--- src/rtl/lu_seq_pkg.sv ---
// Shared types and helpers for the logical-unit sequencer.
// The state encoding is common to the sequencer and anything that observes it.
package lu_seq_pkg;

  typedef enum logic [2:0] {
    CLEAR  = 3'd0,
    ACCUM  = 3'd1,
    BIAS   = 3'd2,
    WAIT   = 3'd3,
    OUTPUT = 3'd4
  } state_t;

  // The bias word sits directly after the weights in the ROM.
  function automatic int unsigned bias_addr(input int unsigned input_size);
    return input_size;
  endfunction

endpackage

--- src/rtl/lu_sequencer.sv ---
// Initiator-side controller for one logical_unit MAC: streams activations and weight
// addresses into the unit, adds the bias, then hands the captured result downstream.
module lu_sequencer
  import lu_seq_pkg::*;
#(
  parameter int WORD_SIZE  = 16,
  parameter int INPUT_SIZE = 8,
  parameter int LU_LATENCY = 1,
  parameter int ADDR_W     = $clog2(INPUT_SIZE + 1)
) (
  input  logic                 clk_i,
  input  logic                 reset_i,
  input  logic                 valid_i,
  output logic                 ready_o,
  input  logic [WORD_SIZE-1:0] data_i,
  output logic [ADDR_W-1:0]    mem_addr_o,
  output logic [WORD_SIZE-1:0] lu_data_o,
  output logic                 lu_sum_en_o,
  output logic                 lu_add_bias_o,
  output logic                 lu_reset_o,
  input  logic [WORD_SIZE-1:0] lu_result_i,
  output logic                 valid_o,
  input  logic                 ready_i,
  output logic [WORD_SIZE-1:0] data_o
);

  localparam int WAIT_W = $clog2(LU_LATENCY + 1) + 1;
  localparam logic [ADDR_W-1:0] LAST_IDX  = ADDR_W'(INPUT_SIZE - 1);
  localparam logic [ADDR_W-1:0] BIAS_ADDR = ADDR_W'(bias_addr(INPUT_SIZE));
  localparam logic [WAIT_W-1:0] WAIT_LAST = WAIT_W'(LU_LATENCY);

  state_t              state_r;
  state_t              state_next_s;
  logic [ADDR_W-1:0]   count_r;
  logic [WAIT_W-1:0]   wait_cnt_r;
  logic                accept_s;
  logic                wait_done_s;

  // Decodes straight off the state register, so they are glitch-free; the unit is
  // held cleared for as long as the sequencer sits in reset.
  assign ready_o     = (state_r == ACCUM);
  assign lu_reset_o  = (state_r == CLEAR);
  assign accept_s    = valid_i && (state_r == ACCUM);
  assign wait_done_s = (state_r == WAIT) && (wait_cnt_r == WAIT_LAST);

  // ROM address: the weight for the activation being accepted, then the bias word.
  always_comb begin
    mem_addr_o = {ADDR_W{1'b0}};
    case (state_r)
      ACCUM:   mem_addr_o = count_r;
      BIAS:    mem_addr_o = BIAS_ADDR;
      default: mem_addr_o = {ADDR_W{1'b0}};
    endcase
  end

  // Next-state logic.
  always_comb begin
    state_next_s = state_r;
    case (state_r)
      CLEAR: state_next_s = ACCUM;
      ACCUM: begin
        if (accept_s && (count_r == LAST_IDX)) begin
          state_next_s = BIAS;
        end else begin
          state_next_s = ACCUM;
        end
      end
      BIAS: state_next_s = WAIT;
      WAIT: begin
        if (wait_done_s) begin
          state_next_s = OUTPUT;
        end else begin
          state_next_s = WAIT;
        end
      end
      OUTPUT: begin
        if (ready_i) begin
          state_next_s = CLEAR;
        end else begin
          state_next_s = OUTPUT;
        end
      end
      default: state_next_s = CLEAR;
    endcase
  end

  // State register.
  always_ff @(posedge clk_i or posedge reset_i) begin
    if (reset_i) begin
      state_r <= CLEAR;
    end else begin
      state_r <= state_next_s;
    end
  end

  // Activation index and post-bias wait counter.
  always_ff @(posedge clk_i or posedge reset_i) begin
    if (reset_i) begin
      count_r    <= {ADDR_W{1'b0}};
      wait_cnt_r <= {WAIT_W{1'b0}};
    end else begin
      if (state_r == CLEAR) begin
        count_r <= {ADDR_W{1'b0}};
      end else if (accept_s) begin
        count_r <= count_r + ADDR_W'(1);
      end
      if (state_r == WAIT) begin
        wait_cnt_r <= wait_cnt_r + WAIT_W'(1);
      end else begin
        wait_cnt_r <= {WAIT_W{1'b0}};
      end
    end
  end

  // Unit control is delayed one cycle so it lines up with the ROM's read data.
  always_ff @(posedge clk_i or posedge reset_i) begin
    if (reset_i) begin
      lu_data_o     <= {WORD_SIZE{1'b0}};
      lu_sum_en_o   <= 1'b0;
      lu_add_bias_o <= 1'b0;
    end else begin
      if (accept_s) begin
        lu_data_o <= data_i;
      end
      lu_sum_en_o   <= accept_s || (state_r == BIAS);
      lu_add_bias_o <= (state_r == BIAS);
    end
  end

  // Result capture and downstream handshake.
  always_ff @(posedge clk_i or posedge reset_i) begin
    if (reset_i) begin
      valid_o <= 1'b0;
      data_o  <= {WORD_SIZE{1'b0}};
    end else begin
      if (wait_done_s) begin
        valid_o <= 1'b1;
        data_o  <= lu_result_i;
      end else if ((state_r == OUTPUT) && ready_i) begin
        valid_o <= 1'b0;
      end
    end
  end

endmodule

--- config.mk ---
export PLATFORM = sky130hd
export DESIGN_NAME = lu_sequencer
export DESIGN_NICKNAME = d
export VERILOG_FILES = /design/src/rtl/lu_seq_pkg.sv /design/src/rtl/lu_sequencer.sv
export SDC_FILE = /design/constraint.sdc
export NUM_CORES = 1
export LEC_CHECK = 0
export CAP_MARGIN = 20
export CORE_ASPECT_RATIO = 1.75
export CORE_MARGIN = 2
export CORE_UTILIZATION = 35
export CTS_CLUSTER_SIZE = 40
export DETAILED_ROUTE_END_ITERATION = 12
export GPL_TIMING_DRIVEN = 0
export HOLD_SLACK_MARGIN = 0.15
export PLACE_DENSITY = 0.66
export REMOVE_ABC_BUFFERS = 1
export SYNTH_ARGS = -nofsm -noshare
export SYNTH_HDL_FRONTEND = slang
export SYNTH_SLANG_ARGS = --single-unit
--- constraint.sdc ---
create_clock -name clk_i -period 3.6 [get_ports clk_i]
set_input_delay 0.54 -clock clk_i [delete_from_list [all_inputs] [get_ports clk_i]]
set_output_delay 0.54 -clock clk_i [all_outputs]
set_load 0.005 [all_outputs]
# Yosys cells after proc, flatten, opt, wreduce, memory -nomap -nowiden
# Cells that the tools add are included.
dict set report op_classes {
  div_mod_pow 0
  eq_ne 6
  bitwise 0
  addsub 2
  shift 0
  n_reduce_logical 8
  n_mul 0
  muxes 10
  order_cmp 0
}
# operator count
set op_table {}
lappend op_table {{$pmux W3 S5} 1}
lappend op_table {{$mux W4} 2}
lappend op_table {{$pmux W4 S2} 1}
lappend op_table {{$eq A3 B2 Y1 const B} 2}
lappend op_table {{$mux W3} 2}
lappend op_table {{$add A4 B1 Y4 const B} 1}
lappend op_table {{$eq A4 B3 Y1 const B} 1}
lappend op_table {{$logic_and A1 B1 Y1} 4}
lappend op_table {{$mux W2} 2}
lappend op_table {{$reduce_bool A2 Y1} 2}
lappend op_table {{$eq A3 B1 Y1 const B} 1}
lappend op_table {{$eq A3 B3 Y1 const B} 1}
lappend op_table {{$logic_not A3 Y1} 1}
lappend op_table {{$add A2 B1 Y2 const B} 1}
lappend op_table {{$eq A2 B1 Y1 const B} 1}
lappend op_table {{$mux W1} 2}
lappend op_table {{$logic_or A1 B1 Y1} 1}
dict set report word_totals {
  mem_bits_ro 0
  latchBits 0
  ram_bits 0
  output_inout_bits 41
  ff_bits 44
  inputBits 36
  memories 0
}

# Longest topological paths before layout
dict set report logic_depth {
  word_depth 5
  ltp_mapped 6
  mapped_depth_nobuf 5
}

# Worst setup path before layout
# Ideal clock, no wire load.
dict set report synth_timing {
  path_type {register to output}
  from {register state_r[1]}
  to {output port lu_reset_o}
  path_stages_with_launch 4
  arrival_time_ns 1.017
  t_required_ns 3.060
  slack_ns 2.043
  path_cell_list {dfrtp_1 -> clkbuf_1 -> or3_1 -> inv_1}
}
dict set report synth_between {
  elab_chain_cells 1
}
# element line
set synth_rtl {}
lappend synth_rtl {{start: declaration} lu_sequencer.sv:32} ;# state_t state_r;
lappend synth_rtl {{start signal: assignment} lu_sequencer.sv:92} ;# state_r <= state_next_s;
lappend synth_rtl {{$logic_not A3 Y1} lu_sequencer.sv:42} ;# assign lu_reset_o = (state_r == CLEAR);
lappend synth_rtl {{end: declaration} lu_sequencer.sv:20} ;# output logic lu_reset_o,
# No other way between the ends.

# Worst setup path after layout
# Ends and elaborated chain as after synthesis.

==> results.json <==
{
  "outcome": "finished clean",
  "r2r_cells": 3,
  "dieWidth_um": 59.0,
  "fin_util_pct": 53.4,
  "synthArstFlopShare_pct": 100,
  "cts_made_buffers": 5,
  "highest_layer": "met4",
  "post-route-period-util_pct": 66.2,
  "max_freq_ghz": 0.420,
  "drive_gt1_share_pct": 20.9,
  "regArea_um2": 1100,
  "path_clk_slew_ps": 90,
  "grt_pass1_wl_um": 6580,
  "nFillCells": 478,
  "clk_path_buf_depth": 2,
  "switching_share_pct": 27.8,
  "tritoncts": "yes",
  "vdd_drop_max_mv": 0.363,
  "vias_per_cell": 4.92,
  "maxSlewHeadroom_pct": 37.1,
  "path_cells": "or3_1 -> inv_1 -> clkdlybuf4s50_1",
  "drc": 0,
  "routed-wl-met2_um": 2150,
  "antennaDiodeCount": 0,
  "worst_hold_path_type": "reg -> reg",
  "cellLeakagePower_nw": 1.20,
  "drv_cap": 0,
  "path_class": "reg -> out",
  "p_per_area_nw_per_um2": 823,
  "holdWs_ps": 436,
  "seq_area_frac_synth_pct": 59.4,
  "combPwrFrac_pct": 44.1,
  "dr_total_vias": 1284,
  "synth-main-ff-cell": "dfrtp_1",
  "cts.htree.levels": 2,
  "wirelength_um": 4050,
  "rows": 35,
  "synth_top_area_share_pct": 59.4,
  "grt_max_degree": 45,
  "ios": 77,
  "gp_routability_congestion": 0.759,
  "multiInputGateArea_um2": 668,
  "crit_path_start_kind": "flop",
  "end_kind": "output pin",
  "grt_setup_unrepaired": "false",
  "syn_area_um2": 1850,
  "dpl.hpwl_um": 3040,
  "total_power_mw": 2.27,
  "yosysMostFrequentCell": "dfrtp_1",
  "ctsHoldBuffers": 0,
  "clock-skew-final_ps": 11.0,
  "maxSlewViolCount": 0,
  "grt_usage_pct": 14.4,
  "synth.ff_latch_count": 44,
  "ant_nets": 0,
  "cpPeakStageDelay_ps": 500,
  "cp_data_required_time_ps": 3060,
  "netlist_instances": 127,
  "yosysTopAreaCell": "dfrtp_1",
  "start_util_pct": 35.9,
  "synthTopCellsByArea": "dfrtp_1, mux2_2, mux2_4",
  "clk_latency_ps": 290,
  "clock-sinks": 44,
  "yosysUniqueCellTypes": 31,
  "dr.pass1.iters": 4,
  "syn_to_final_growth_pct": 48.8,
  "drt-initial-drc-count": 12,
  "cp_max_fo": 12,
  "hold_violations": 0,
  "setup_ws_ps": 1220,
  "overflow": 0,
  "min_delay_path_depth": 1,
  "cts_resized": 0,
  "wire_per_inst_um": 15.5,
  "synth_common_cells": "dfrtp_1, mux2_2, mux2_4",
  "first_global_vias": 1468,
  "root_buffer": "clkbuf_8",
  "max_slew.worst_pin.slew_ps": 939,
  "core_area_um2": 5170,
  "seq_power_share_pct": 38.6,
  "route.met3.wl_um": 326,
  "slowest_stage": "dfrtp_1",
  "setup_viol": 0,
  "final_nets": 243,
  "pre_cts_slack_ps": 922,
  "p_int_mw": 1.64,
  "die_h_um": 100,
  "die-area_um2": 5920,
  "arrival_ps": 1840,
  "yosysWarnings": 0,
  "antenna_found_initial": 0,
  "cts_setup_buffers": 0,
  "met1_length_um": 1540,
  "p_clk_share_pct": 17.3,
  "fin_crit_ps": 2380,
  "port_buffers": 76,
  "setup_tns_ps": 0,
  "syn_avg_cell_area_um2": 14.6,
  "synth_edf_count": 0,
  "switching_power_mw": 0.631
}
## registers in the layout, summed over array words and instances, names as in the netlist
register	flops
count_r	4
lu_sum_en_o	1
data_o	16
lu_data_o	16
state_r	3
lu_add_bias_o	1
valid_o	1
wait_cnt_r	2
## cells in the final DEF (no fill, tap or decap), drive strengths merged, types with 2 or more instances in the layout
| master | synthesis | routed |
|---|---|---|
| clkdlybuf4s50 | 0 | 76 |
| dfrtp | 44 | 44 |
| mux2 | 32 | 32 |
| nor2 | 6 | 6 |
| clkbuf | 2 | 6 |
| inv | 6 | 6 |
| nand2 | 4 | 4 |
| o31ai | 3 | 3 |
| and3 | 3 | 3 |
| o211ai | 2 | 2 |
| nand3b | 2 | 2 |
| a21oi | 2 | 2 |
| o21ai | 2 | 2 |
| ha | 2 | 2 |
| and2 | 2 | 2 |
## power by group through the flow
| stage | Sequential [mW] | Combinational (mW) | Clock (mW) |
|---|---|---|---|
| global placement | 0.864 | 0.985 | 0 |
| floorplan | 0.873 | 0.416 | 0 |
| detailed placement | 0.883 | 1.01 | 0 |
| global route | 0.906 | 1.09 | 0.422 |
| CTS | 0.877 | 1.02 | 0.405 |
| finish | 0.876 | 1.00 | 0.393 |
## logic make-up (layout without fill, tap and decap cells)
family / Yosys count / in the layout / synth area share, %
compound gates: 12 / 12 / 4.46
buf+inv: 12 / 91 / 4.52
mux: 33 / 33 / 22.4
fa+ha+maj: 2 / 2 / 1.35
simple gates: 23 / 23 / 7.36
xor+xnor: 1 / 1 / 0.473
flops: 44 / 44 / 59.4
## cell type report
class,count,share of cell area (%)
sequential,44,39.9
timing repair buffer,77,28.1
multi-input combinational,71,24.2
clock buffer,6,2.99
tap,55,2.50
clock inverter,2,1.41
inverter,6,0.817
## per-stage QoR
| stage | instance area, µm² | instances |
|---|---|---|
| final | 2760 | 261 |
| after global routing | 2760 | 261 |
| after CTS | 2760 | 261 |
| after detailed placement | 2640 | 253 |
| after global placement | 2620 | 252 |
| after floorplan | 1790 | 121 |
## metal layers
metal / up-vias / GRT usage, %
met5: - / 0
met4: 0 / 4.02
met3: 4 / 5.54
met2: 58 / 25.2
met1: 629 / 15.9
li1: 593 / -
## worst max-delay path, delay by kind of cell (launching register included)
kind	cells	cell delay, ps
and+or+nand+nor	1	440
DFF	1	500
buffers and inverters	2	610
## path summary, 6_finish.rpt
path                                from            end  slack (ps)
max in group asynchronous        reset_i     count_r[0]        2280
setup / recovery              state_r[1]     lu_reset_o        1220
min in group asynchronous        reset_i      data_o[7]         750
setup reg to reg              state_r[0]   lu_data_o[3]        1340
hold reg to reg            wait_cnt_r[0]  wait_cnt_r[0]         440
hold / removal             wait_cnt_r[0]  wait_cnt_r[0]         440
(Power assumes the default switching activity.)
